**config.mk**
```make
export PLATFORM = sky130hd
export DESIGN_NAME = water_tank_condition_gen_flat
export DESIGN_NICKNAME = d
export VERILOG_FILES = /design/src/rtl/water_tank_condition_gen_if.sv /design/src/rtl/water_tank_condition_gen.sv /design/src/flat_wrapper.sv
export SDC_FILE = /design/constraint.sdc
export NUM_CORES = 1
export LEC_CHECK = 0
export ABC_CLOCK_PERIOD_IN_PS = 2200
export CAP_MARGIN = 20
export CORE_UTILIZATION = 40
export CTS_BUF_LIST = sky130_fd_sc_hd__clkbuf_8
export DETAILED_ROUTE_END_ITERATION = 12
export SYNTH_ARGS = -nofsm -noshare
export SYNTH_HDL_FRONTEND = slang
export SYNTH_HIERARCHICAL = 1
export SYNTH_SLANG_ARGS = --single-unit
```
**constraint.sdc**
```tcl
create_clock -name clock -period 2.2 [get_ports clock]
set_clock_uncertainty 0.2 [all_clocks]
set_input_delay 0.66 -clock clock [delete_from_list [all_inputs] [get_ports clock]]
set_output_delay 0.66 -clock clock [all_outputs]
set_load 0.1 [all_outputs]
```
**src/rtl/water_tank_condition_gen_if.sv**
```systemverilog
// ---------------------------------------------------------------------------
// water_tank_condition_gen_if
// Groups the sensor inputs, the fault-clear request and the condition outputs
// of water_tank_condition_gen.
//   master : drives the raw switches and fault_clear, observes the outputs
//   slave  : the condition generator itself
// Signals:
//   level_low_raw      1 = water at or above the low mark (async)
//   level_high_raw     1 = water at or above the full mark (async)
//   soil_dry_raw       1 = soil dry (async)
//   fault_clear        single-cycle request to clear a latched fault
//   watering_condition request to water
//   filling_condition  request to fill the tank
//   sensor_fault       1 while a sensor fault is latched
//   tank_ready         tank filled and not yet drained below the low mark
// ---------------------------------------------------------------------------
interface water_tank_condition_gen_if;
  logic level_low_raw;
  logic level_high_raw;
  logic soil_dry_raw;
  logic fault_clear;
  logic watering_condition;
  logic filling_condition;
  logic sensor_fault;
  logic tank_ready;

  modport master (
    output level_low_raw, level_high_raw, soil_dry_raw, fault_clear,
    input  watering_condition, filling_condition, sensor_fault, tank_ready
  );

  modport slave (
    input  level_low_raw, level_high_raw, soil_dry_raw, fault_clear,
    output watering_condition, filling_condition, sensor_fault, tank_ready
  );
endinterface

```
**src/rtl/water_tank_condition_gen.sv**
```systemverilog
// ---------------------------------------------------------------------------
// water_tank_condition_gen
// Front end of the water tank controller: synchronizes and debounces the raw
// level/soil switches, keeps a fill/drain hysteresis flag, detects an
// impossible level combination (full mark wet while low mark dry) and
// produces the registered watering/filling conditions.
// Ports:
//   clock  system clock, rising edge
//   reset  synchronous, active-high
//   bus    water_tank_condition_gen_if.slave (sensors in, conditions out)
// Both conditions stay 0 during warm-up after reset and while a fault is
// latched. WARMUP_CYCLES must be at least max(LEVEL_DEBOUNCE, SOIL_DEBOUNCE)+2
// so the debounced levels have settled before the first RUN cycle.
// ---------------------------------------------------------------------------

// Per-input lane: two-flop synchronizer followed by a consecutive-mismatch
// debouncer. The debounced value flips only after N consecutive cycles in
// which the synchronized input disagrees with it.
module wtcg_debounce #(
  parameter int N         = 16,
  parameter int CNT_WIDTH = 8
) (
  input  logic clock,
  input  logic reset,
  input  logic raw,
  output logic db
);
  logic [1:0]           sync;
  logic [CNT_WIDTH-1:0] cnt;

  always_ff @(posedge clock) begin
    if (reset) begin
      sync <= '0;
      cnt  <= '0;
      db   <= 1'b0;
    end else begin
      sync <= {sync[0], raw};
      if (sync[1] == db) begin
        cnt <= '0;
      end else if (cnt == CNT_WIDTH'(N - 1)) begin
        db  <= sync[1];
        cnt <= '0;
      end else begin
        cnt <= cnt + 1'b1;
      end
    end
  end
endmodule

module water_tank_condition_gen #(
  parameter int LEVEL_DEBOUNCE = 16,
  parameter int SOIL_DEBOUNCE  = 64,
  parameter int FAULT_CYCLES   = 8,
  parameter int WARMUP_CYCLES  = 80,
  parameter int CNT_WIDTH      = 8
) (
  input  logic                       clock,
  input  logic                       reset,
  water_tank_condition_gen_if.slave  bus
);
  localparam int NUM_IN   = 3;
  localparam int IDX_LOW  = 0;
  localparam int IDX_HIGH = 1;
  localparam int IDX_SOIL = 2;

  typedef enum logic [1:0] {WARMUP, RUN, FAULT} state_t;

  // ---- input lanes --------------------------------------------------------
  logic [NUM_IN-1:0] raw_vec;
  logic [NUM_IN-1:0] db_vec;

  assign raw_vec[IDX_LOW]  = bus.level_low_raw;
  assign raw_vec[IDX_HIGH] = bus.level_high_raw;
  assign raw_vec[IDX_SOIL] = bus.soil_dry_raw;

  for (genvar i = 0; i < NUM_IN; i++) begin : g_in
    wtcg_debounce #(
      .N         ((i == IDX_SOIL) ? SOIL_DEBOUNCE : LEVEL_DEBOUNCE),
      .CNT_WIDTH (CNT_WIDTH)
    ) u_db (
      .clock (clock),
      .reset (reset),
      .raw   (raw_vec[i]),
      .db    (db_vec[i])
    );
  end

  logic low_db, high_db, soil_db;
  assign low_db  = db_vec[IDX_LOW];
  assign high_db = db_vec[IDX_HIGH];
  assign soil_db = db_vec[IDX_SOIL];

  // Full mark wet with low mark dry cannot happen physically.
  logic inconsistent;
  assign inconsistent = high_db & ~low_db;

  // ---- state machine ------------------------------------------------------
  state_t               state_q, state_d;
  logic [CNT_WIDTH-1:0] warm_q, warm_d;
  logic [CNT_WIDTH-1:0] cons_q, cons_d;

  always_ff @(posedge clock) begin
    if (reset) begin
      state_q <= WARMUP;
      warm_q  <= '0;
      cons_q  <= '0;
    end else begin
      state_q <= state_d;
      warm_q  <= warm_d;
      cons_q  <= cons_d;
    end
  end

  always_comb begin
    state_d = state_q;
    warm_d  = warm_q;
    cons_d  = '0;
    case (state_q)
      WARMUP: begin
        if (warm_q == CNT_WIDTH'(WARMUP_CYCLES - 1)) begin
          state_d = RUN;
          warm_d  = '0;
        end else begin
          warm_d = warm_q + 1'b1;
        end
      end
      RUN: begin
        if (inconsistent) begin
          if (cons_q == CNT_WIDTH'(FAULT_CYCLES - 1)) state_d = FAULT;
          else                                         cons_d  = cons_q + 1'b1;
        end
      end
      FAULT: begin
        // Clearing is only honoured once the levels look sane again.
        if (bus.fault_clear && !inconsistent) state_d = RUN;
      end
      default: state_d = WARMUP;
    endcase
  end

  // ---- hysteresis and registered outputs ----------------------------------
  logic tank_ready_q;
  logic tr_next;

  // Draining below low wins over everything; full (both marks wet) sets.
  always_comb begin
    tr_next = tank_ready_q;
    if (!low_db)                tr_next = 1'b0;
    else if (high_db && low_db) tr_next = 1'b1;
  end

  // Conditions are produced only on edges that both start and end in RUN, so
  // the edge entering FAULT already shows zeros alongside sensor_fault, and the
  // edge leaving FAULT comes out with tank_ready still cleared.
  logic run_out;
  assign run_out = (state_q == RUN) && (state_d == RUN);

  always_ff @(posedge clock) begin
    if (reset) begin
      bus.watering_condition <= 1'b0;
      bus.filling_condition  <= 1'b0;
      bus.sensor_fault       <= 1'b0;
      tank_ready_q           <= 1'b0;
    end else begin
      bus.sensor_fault <= (state_d == FAULT);
      if (run_out) begin
        tank_ready_q           <= tr_next;
        bus.filling_condition  <= ~low_db;
        // Follows the next hysteresis value so a drain clears both together.
        bus.watering_condition <= tr_next & soil_db;
      end else begin
        tank_ready_q           <= 1'b0;
        bus.filling_condition  <= 1'b0;
        bus.watering_condition <= 1'b0;
      end
    end
  end

  assign bus.tank_ready = tank_ready_q;
endmodule

```
**src/flat_wrapper.sv**
```systemverilog
// flat-port wrapper written by rule: the top's interface ports become plain ports
module water_tank_condition_gen_flat 
#(
  parameter int LEVEL_DEBOUNCE = 16,
  parameter int SOIL_DEBOUNCE  = 64,
  parameter int FAULT_CYCLES   = 8,
  parameter int WARMUP_CYCLES  = 80,
  parameter int CNT_WIDTH      = 8
)
  (clock, reset, bus_level_low_raw, bus_level_high_raw, bus_soil_dry_raw, bus_fault_clear, bus_watering_condition, bus_filling_condition, bus_sensor_fault, bus_tank_ready);
  water_tank_condition_gen_if bus_i ();
  input  logic clock;
  input  logic reset;
  input wire logic [$bits(bus_i.level_low_raw)-1:0] bus_level_low_raw;
  input wire logic [$bits(bus_i.level_high_raw)-1:0] bus_level_high_raw;
  input wire logic [$bits(bus_i.soil_dry_raw)-1:0] bus_soil_dry_raw;
  input wire logic [$bits(bus_i.fault_clear)-1:0] bus_fault_clear;
  output wire logic [$bits(bus_i.watering_condition)-1:0] bus_watering_condition;
  output wire logic [$bits(bus_i.filling_condition)-1:0] bus_filling_condition;
  output wire logic [$bits(bus_i.sensor_fault)-1:0] bus_sensor_fault;
  output wire logic [$bits(bus_i.tank_ready)-1:0] bus_tank_ready;
  assign bus_i.level_low_raw = bus_level_low_raw;
  assign bus_i.level_high_raw = bus_level_high_raw;
  assign bus_i.soil_dry_raw = bus_soil_dry_raw;
  assign bus_i.fault_clear = bus_fault_clear;
  assign bus_watering_condition = bus_i.watering_condition;
  assign bus_filling_condition = bus_i.filling_condition;
  assign bus_sensor_fault = bus_i.sensor_fault;
  assign bus_tank_ready = bus_i.tank_ready;
  water_tank_condition_gen #(.LEVEL_DEBOUNCE(LEVEL_DEBOUNCE), .SOIL_DEBOUNCE(SOIL_DEBOUNCE), .FAULT_CYCLES(FAULT_CYCLES), .WARMUP_CYCLES(WARMUP_CYCLES), .CNT_WIDTH(CNT_WIDTH)) u_core (.clock(clock), .reset(reset), .bus(bus_i));
endmodule
```
==> results of run 1 <==
## critical path, delay by kind of cell
family | cells | cell delay (ps)
simple gates | 3 | 1010
buf+inv | 1 | 420
## cell type report
cell class	instances	area [um^2]	area share
multi-input combinational	179	1140	0.435
sequential	55	1100	0.421
timing repair buffer	12	153	0.0583
tap	72	90.1	0.0344
clock buffer	6	82.6	0.0315
inverter	13	48.8	0.0186
clock inverter	1	5.00	0.00191
## power groups by stage
stage          clock network (mW)  logic (mW)  registers [mW]
2_1_floorplan                   0      0.0665            1.07
3_3_place_gp                    0       0.103            1.07
3_5_place_dp                    0       0.103            1.07
4_1_cts                     0.581       0.103            1.05
5_1_grt                     0.618       0.115            1.05
6_report                    0.557       0.103            1.05
## cell families after synthesis
| group | after synthesis |
|---|---|
| flops | 55 |
| mux | 1 |
| compound gates | 56 |
| xor+xnor | 13 |
| buf+inv | 16 |
| fa+ha+maj | 5 |
| simple gates | 104 |
## layout by cell type, fill, tap and decap left out, types with 3 or more instances in the layout
cell type / synthesis / routed
nand3_1: 11 / 11
inv_1: 13 / 13
nand2b_1: 3 / 3
buf_4: 0 / 3
or3_1: 13 / 13
nor2_1: 13 / 13
nand2_1: 17 / 17
o211ai_1: 5 / 5
buf_12: 0 / 4
xnor2_1: 6 / 6
a21oi_1: 20 / 20
or4_1: 4 / 4
nor3_1: 6 / 6
or3b_2: 5 / 5
nor3b_1: 3 / 3
xor2_1: 7 / 7
clkbuf_8: 0 / 6
ha_1: 5 / 5
a211oi_1: 5 / 5
nor2b_1: 7 / 7
nand4_1: 7 / 7
dfxtp_1: 55 / 55
o21ai_0: 18 / 18
clkdlybuf4s50_1: 0 / 5
## routing by layer
layer,global-route usage,wire length (um)
met5,0,0
met4,0.0736,93
met3,0.0341,119
met2,0.234,1770
met1,0.190,1970
## through the flow
step	instance area (um^2)	hold WS (ps)	std cells	power, mW
3_5_place_dp	2530	226	331	1.17
2_1_floorplan	2300	214	250	1.14
5_1_grt	2620	273	338	1.79
6_report	2620	253	338	1.71
4_1_cts	2620	258	338	1.73
3_3_place_gp	2530	222	331	1.17
## worst paths after layout
path	start	to	cells past startpoint
worst min-delay path	u_core/g_in[1].u_db/sync[0]	u_core/g_in[1].u_db/sync[1]	1
worst max register to register	u_core/cons_q[4]	u_core/bus.sensor_fault	3
worst min register to register	u_core/g_in[1].u_db/sync[0]	u_core/g_in[1].u_db/sync[1]	1
worst max-delay path	reset	u_core/cons_q[1]	4
## flip-flops by register name, indices dropped and copies added, names as in the netlist
register and count:
u_core/g_in.u_db/sync 6, u_core/bus.tank_ready 1, u_core/cons_q 8, u_core/state_q 2, u_core/bus.watering_condition 1, u_core/g_in.u_db/db 3
u_core/bus.filling_condition 1, u_core/warm_q 8, u_core/g_in.u_db/cnt 24, u_core/bus.sensor_fault 1
==> impl_metrics.tcl, run 1 <==
set metrics [dict create \
    cts_max_level 2 \
    synthSimpleGateAreaFrac 0.270 \
    antenna-diode-count 0 \
    critPathMaxFanout 8 \
    rows 27 \
    grt_start_max_net_pins 20 \
    worstPathArrival_ps 2090 \
    synth_cell_types 40 \
    clock_sinks 55 \
    hold_path.class "register to register" \
    hold_violations 0 \
    synth.avg_cell_area_um2 9.20 \
    pin_count 10 \
    setup_viol 0 \
    synth_nets 261 \
    synth-adder-area-share 0.0272 \
    intPower_mw 1.32 \
    synth_top_area_cell "dfxtp_1" \
    cpMaxStageDelayCell "or3b_2" \
    grt_pass1_vias 1615 \
    cp-start-kind "input port" \
    portBuffers 9 \
    post-route-period-util 0.936 \
    track_usage 0.148 \
    tns_ps 0 \
    pwr-share-seq 0.614 \
    power.share.combinational 0.060 \
    root_buffer "clkbuf_8" \
    grt_pass1_wl_mm 7.20 \
    synth_common_cells "dfxtp_1, a21oi_1, o21ai_0" \
    ys_seq_elements 55 \
    setup_ws_ps 140 \
    slew_violations 0 \
    cts_made_buffers 5 \
    die_w_um 77.8 \
    grt_antenna_before_repair 0 \
    place_ws_ps -191 \
    wl_mm 3.95 \
    crit_required_ps 2230 \
    drtPass1Iterations 4 \
    post-dp-hpwl_mm 2.82 \
    cts_max_path_buffers 2 \
    rrSetupSlack_ps 230 \
    synthesis.area_um2 2300 \
    vias 1787 \
    status "finished, final reports clean" \
    maxSlewHeadroom 0.681 \
    path_cells "clkdlybuf4s50_1, or3b_2, or2_2, nor3b_1" \
    swShare 0.228 \
    ctsResizeCount 0 \
    worstMarginPinSlew_ps 477 \
    vias_per_cell 5.29 \
    nFillCells 536 \
    yosys_warnings 6 \
    rsz0062_at_grt "false" \
    synth-edff-count 0 \
    layout.nets 277 \
    drive_above_1_share 0.102 \
    overflow 0 \
    tritoncts "built" \
    wl_per_cell_um 11.7 \
    drv_cap 0 \
    synth_xor_xnor_area_share 0.0495 \
    fin_util 0.472 \
    drtIter0Drc 58 \
    cpPeakStageDelay_ps 450 \
    yosysMostFrequentCell "dfxtp_1" \
    drtAntennaViolNets 0 \
    start_util 0.415 \
    cts_setup_buffers 0 \
    cp-end-kind "register" \
    clkPwrFrac 0.326 \
    fmax_ghz 0.485 \
    synth_top_area_frac 0.479 \
    die-area_um2 6060 \
    area_delta_synth_final_pct 13.8 \
    fin_crit_ps 2060 \
    synth_mux_area_frac 0.00435 \
    p_per_area_nw_per_um2 652 \
    async_reset_ff_frac 0 \
    synthTopCellsByArea "dfxtp_1, a21oi_1, o21ai_0" \
    criticalPathCategory "input port to register" \
    ys_seq_area_frac 0.479 \
    hold_buffers 0 \
    fp.dieH_um 77.8 \
    p_sw_uw 389 \
    synth_top_family_by_area "simple AND/OR/NAND/NOR gates" \
    clk_latency_ps 300 \
    ys.flop_type "dfxtp_1" \
    ir_worst_vdd_mv 0.322 \
    synth_cells 250 \
    gp_congestion 0.750 \
    core-area_um2 5540 \
    p_leak_nw 0.839 \
    synth_compound_area_frac 0.143 \
    drc_errors 0 \
    clk_pin_slew_worst_paths_ps 90 \
]
(Power assumes the default switching activity.)
==> run 2: changes to the inputs <==
Settings changed: ABC_AREA set to 1.
==> run 2 against run 1 <==
  * Worst setup slack improved by 170 ps
  * Critical path depth did not move
  * Hold slack got worse by 45 ps
  * Synthesized cell count rose by 44%
  * Count of clock-buffer cells in the layout did not move
  * Largest power group unchanged
  * Synthesized area rose by 12%
  * Non-clock buffer count fell by 1
  * Via count rose by 17%
  * Register-to-register slack improved by 510 ps
==> impl_metrics.tcl, run 2 <==
set metrics [dict create \
    wl_per_cell_um 9.18 \
    synth_common_cells "nand2_1, nor2_1, inv_1" \
    hold_violations 0 \
    p_sw_uw 357 \
    fin_util 0.481 \
    worstPathArrival_ps 1900 \
    drv_cap 0 \
    worstMarginPinSlew_ps 307 \
    vias 2084 \
    clk_pin_slew_worst_paths_ps 100 \
    synthTopCellsByArea "dfxtp_1, nand2_1, nor2_1" \
    rrSetupSlack_ps 740 \
    clkPwrFrac 0.352 \
    synth_cell_types 23 \
    intPower_mw 1.29 \
    wl_met1_mm 2.21 \
    holdPathEnd "u_core/g_in[1].u_db/sync[1]" \
    cts_max_level 2 \
    grt_start_max_net_pins 18 \
    status "finished, final reports clean" \
    gp_congestion 0.832 \
    p_total_mw 1.64 \
    grt_pass1_wl_mm 7.53 \
    synth-edff-count 0 \
    area_delta_synth_final_pct 13.1 \
    ir_worst_vdd_mv 0.360 \
    multiInputGateArea_um2 1240 \
    cts_max_path_buffers 2 \
    portBuffers 9 \
    die_w_um 82.3 \
    criticalPathCategory "input port to register" \
    drc_errors 0 \
    critPathMaxFanout 8 \
    final_common_cell "nand2_1" \
    maxSlewHeadroom 0.793 \
    ys.flop_type "dfxtp_1" \
    cts_made_buffers 5 \
    p_leak_nw 1.21 \
    cp-start-kind "input port" \
    pin_count 10 \
    post-route-period-util 0.860 \
    crit_required_ps 2210 \
    drive_above_1_share 0.105 \
    cp-end-kind "register" \
    cts_setup_buffers 0 \
    ys_seq_elements 55 \
    synth.avg_cell_area_um2 7.14 \
    hold_path.class "register to register" \
    holdPathStages 2 \
    hold_buffers 0 \
    yosysMostFrequentCell "nand2_1" \
    ctsResizeCount 0 \
    yosys_warnings 6 \
    clk_latency_ps 300 \
    antenna-diode-count 0 \
    rsz0062_at_grt "false" \
    route.met3.wl_um 103 \
    nFillCells 629 \
    setup_viol 0 \
    hp-start "u_core/g_in[1].u_db/sync[0]" \
    synth_top_area_cell "dfxtp_1" \
    maxUsedRoutingLayer "met4" \
    reg.largest.list "u_core/g_in.u_db/cnt (24), u_core/cons_q (8), u_core/warm_q (8)" \
    power.share.combinational 0.031 \
    die-area_um2 6770 \
    p_per_area_nw_per_um2 564 \
    async_reset_ff_frac 0 \
    setup_ws_ps 308 \
    swShare 0.217 \
    fp.dieH_um 82.3 \
    layout.nets 390 \
    ff_latch_area_um2 1100 \
    drtPass1Iterations 4 \
    ys_seq_area_frac 0.427 \
    clock_sinks 55 \
    grt_pass1_vias 1875 \
    place_ws_ps -9.42 \
    dr_wl_met2_mm 1.80 \
    overflow 0 \
    root_buffer "clkbuf_8" \
    regMostFlops "u_core/g_in.u_db/cnt" \
    synthesis.area_um2 2580 \
    regToRegStartpoint "u_core/g_in[1].u_db/cnt[0]" \
    grt_antenna_before_repair 0 \
    synth_cells 361 \
    drtAntennaViolNets 0 \
    rr_endpoint "u_core/g_in[1].u_db/cnt[7]" \
    track_usage 0.146 \
    layout_common_cells "nand2_1, nor2_1, inv_1, dfxtp_1, nand3_1" \
    start_util 0.425 \
    drtIter0Drc 44 \
    tritoncts "built" \
    fmax_ghz 0.528 \
    vias_per_cell 4.58 \
    fin_crit_ps 1890 \
    slew_violations 0 \
    tns_ps 0 \
    worstRegToRegCells 4 \
    largest_register_ffs 24 \
    post-dp-hpwl_mm 3.20 \
    rows 28 \
    wl_mm 4.18 \
    synth_nets 372 \
    synth_top_area_frac 0.427 \
    pwr-share-seq 0.617 \
    core-area_um2 6060 \
]
## run 2: worst max path at each step
stage,from,end,depth (start not counted)
2_1_floorplan,u_core/bus.tank_ready,bus_tank_ready,0
3_3_place_gp,reset,u_core/bus.watering_condition,4
3_5_place_dp,reset,u_core/bus.watering_condition,4
4_1_cts,reset,u_core/bus.watering_condition,4
5_1_grt,reset,u_core/bus.watering_condition,4
6_report,reset,u_core/bus.watering_condition,4
## run 2: cell type report
type / count / share of cell area
flip-flops and latches: 55 / 0.378
clock inverters: 2 / 0.00558
inverters: 63 / 0.0811
repair buffers: 11 / 0.0498
multi-input cells: 243 / 0.426
clock buffers: 6 / 0.0283
well taps: 75 / 0.0322
## run 2: per-stage QoR
step                      hold slack [ps]  area [um^2]  cells
after floorplan                       188         2580    361
after global routing                  226         2920    455
after detailed placement              197         2820    447
after CTS                             212         2920    455
after global placement                194         2820    447
final                                 209         2920    455
## run 2: kinds of logic after synthesis
kind of cell               after synthesis  synth area share
adders and majority gates                5            0.0243
AOI/OAI and AO/OA                       24            0.0553
and+or+nand+nor                        204             0.368
DFF                                     55             0.427
xor gates and xnor gates                10            0.0340
buffers and inverters                   63            0.0917
## run 2: critical path, stage by stage
cell	delay, ps
clkdlybuf4s50_1	570
inv_1	230
nand3_1	160
nor3b_1	290
## run 2: power groups by stage
stage	logic, mW	registers (mW)	clock network, mW
2_1_floorplan	0.0304	1.04	0
3_3_place_gp	0.0509	1.04	0
3_5_place_dp	0.0513	1.04	0
4_1_cts	0.0520	1.01	0.614
5_1_grt	0.0595	1.02	0.652
6_report	0.0510	1.01	0.579
## run 2: metal layers
| metal | up-vias | GRT usage |
|---|---|---|
| li1 | 1144 | - |
| met5 | - | 0 |
| met3 | 7 | 0.0363 |
| met2 | 16 | 0.242 |
| met1 | 917 | 0.179 |
| met4 | 0 | 0.0596 |
==> run 3: changes to the inputs <==
Settings changed: PLACE_DENSITY set to 0.68, SLEW_MARGIN set to 25.
==> run 3 against run 2 <==
  * Final cell count fell by 0.22%
  * Worst setup slack improved by 78 ps
  * Critical path type unchanged
  * Global-route usage fell by 0.19 points
  * Sequential power about the same
  * Combinational power is 4% lower
  * Wire length rose by 1.1%
  * Count of clock-buffer cells in the layout shrank 1
  * Sequential share of layout area grew 0.28 points
  * Non-clock buffer count shrank 1
  * Power decreased by 2.6%
  * Register-to-register slack worse by 20 ps
  * Highest routed layer unchanged
==> impl_metrics.tcl, run 3 (synthesis gave the netlist of run 2 again) <==
set metrics [dict create \
    startpoint "reset" \
    post-route-period-util 0.824 \
    worstMarginPinSlew_ps 347 \
    layout_common_cells "nand2_1, nor2_1, inv_1, dfxtp_1, nand3_1" \
    die-area_um2 6770 \
    wl_mm 4.23 \
    cp-endpoint "u_core/cons_q[2]" \
    path_cells "clkdlybuf4s50_1, inv_1, nand3_2, nor3_1" \
    cts_setup_buffers 0 \
    ir_worst_vdd_mv 0.304 \
    drv_cap 0 \
    vias_per_cell 4.54 \
    core-area_um2 6060 \
    placed_cell_area_um2 2810 \
    worstPathArrival_ps 1840 \
    drtAntennaViolNets 0 \
    clock_sinks 55 \
    tritoncts "built" \
    regToRegStartpoint "u_core/warm_q[1]" \
    drtIter0Drc 107 \
    vias 2063 \
    pin_count 10 \
    layout.nets 389 \
    hold_path.class "register to register" \
    grtUsageMet2 0.239 \
    rr_endpoint "u_core/warm_q[6]" \
    hold_buffers 0 \
    ctsResizeCount 0 \
    grt_start_max_net_pins 17 \
    overflow 0 \
    cp-start-kind "input port" \
    wl_per_cell_um 9.31 \
    place_ws_ps 50.4 \
    root_buffer "clkbuf_8" \
    portBuffers 9 \
    final_common_cell "nand2_1" \
    cpPeakStageDelay_ps 540 \
    slew_violations 0 \
    rows 28 \
    drive_above_1_share 0.100 \
    antenna-diode-count 0 \
    grtUsageMet1 0.176 \
    die_w_um 82.3 \
    clk_pin_slew_worst_paths_ps 90 \
    cp-end-kind "register" \
    rrSetupSlack_ps 720 \
    setup_ws_ps 386 \
    grt.busiest_layer "met2" \
    fmax_ghz 0.551 \
    reg.largest.list "u_core/g_in.u_db/cnt (24), u_core/cons_q (8), u_core/warm_q (8)" \
    grt_pass1_vias 1837 \
    fp.dieH_um 82.3 \
    tns_ps 0 \
    start_util 0.425 \
    grt_antenna_before_repair 0 \
    largest_register_ffs 24 \
    critPathMaxFanout 8 \
    post-dp-hpwl_mm 3.22 \
    grt_pass1_wl_mm 7.48 \
    hold_violations 0 \
    drtPass1Iterations 4 \
    rsz0062_at_grt "false" \
    drc_errors 0 \
    cts_made_buffers 5 \
    final_area_um2 2900 \
    fin_crit_ps 1810 \
    cts_max_level 2 \
    status "finished, final reports clean" \
    maxSlewHeadroom 0.766 \
    setup_viol 0 \
    criticalPathCategory "input port to register" \
    cts_max_path_buffers 2 \
    clk_latency_ps 300 \
    p_per_area_nw_per_um2 553 \
    track_usage 0.144 \
    cpMaxStageDelayCell "clkdlybuf4s50_1" \
    regMostFlops "u_core/g_in.u_db/cnt" \
    gp_congestion 0.801 \
    p_leak_nw 1.20 \
    worstRegToRegCells 6 \
    area_delta_synth_final_pct 12.3 \
    crit_required_ps 2220 \
    use_met3 0.0363 \
]
## run 3: cell count changes in the layout (fill, tap and decap cells not counted)
cell,delta
clkinv_4,-1
buf_4,-1
inv_1,+1
clkbuf_8,-1
clkinv_2,+1
## run 3: layout make-up
class | instances | area (um^2)
inverters | 63 | 236
fillers | 606 | 3170
clock inverters | 3 | 16.3
multi-input cells | 243 | 1240
well taps | 75 | 93.8
repair buffers | 10 | 138
clock buffers | 5 | 68.8
flip-flops and latches | 55 | 1100
## run 3: metrics by stage
step / std cells / power (mW) / hold WS [ps] / utilization
final: 454 / 1.60 / 208 / 0.478
after floorplan: 361 / 1.07 / 188 / -
after CTS: 454 / 1.62 / 212 / 0.478
after detailed placement: 446 / 1.09 / 196 / 0.464
after global routing: 454 / 1.67 / 229 / 0.478
after global placement: 446 / 1.09 / 192 / 0.464
## run 3: power by group
group	switching, mW	total [mW]	internal [mW]
combinational	0.0271	0.0491	0.0220
clock	0.318	0.537	0.219
sequential	0.00877	1.01	1.01
total	0.354	1.60	1.25
## run 3: worst min-delay path by stage
stage / from / endpoint / cells past startpoint / slack [ps]
3_5_place_dp: u_core/g_in[2].u_db/sync[0] / u_core/g_in[2].u_db/sync[1] / 2 / 200
5_1_grt: u_core/g_in[1].u_db/sync[0] / u_core/g_in[1].u_db/sync[1] / 2 / 230
6_report: u_core/g_in[2].u_db/sync[0] / u_core/g_in[2].u_db/sync[1] / 2 / 210
3_3_place_gp: u_core/g_in[1].u_db/sync[0] / u_core/g_in[1].u_db/sync[1] / 2 / 190
4_1_cts: u_core/g_in[2].u_db/sync[0] / u_core/g_in[2].u_db/sync[1] / 2 / 210
2_1_floorplan: u_core/g_in[0].u_db/sync[0] / u_core/g_in[0].u_db/sync[1] / 2 / 190
## run 3: critical path: cells and delay by family
kind | cells | cell delay [ps]
simple gates | 2 | 400
buf+inv | 2 | 770
## run 3: per-layer routing
layer | vias up | routed length [um]
li1 | 1140 | -
met1 | 904 | 2150
met2 | 14 | 1900
met3 | 5 | 102
met4 | 0 | 70
met5 | - | 0
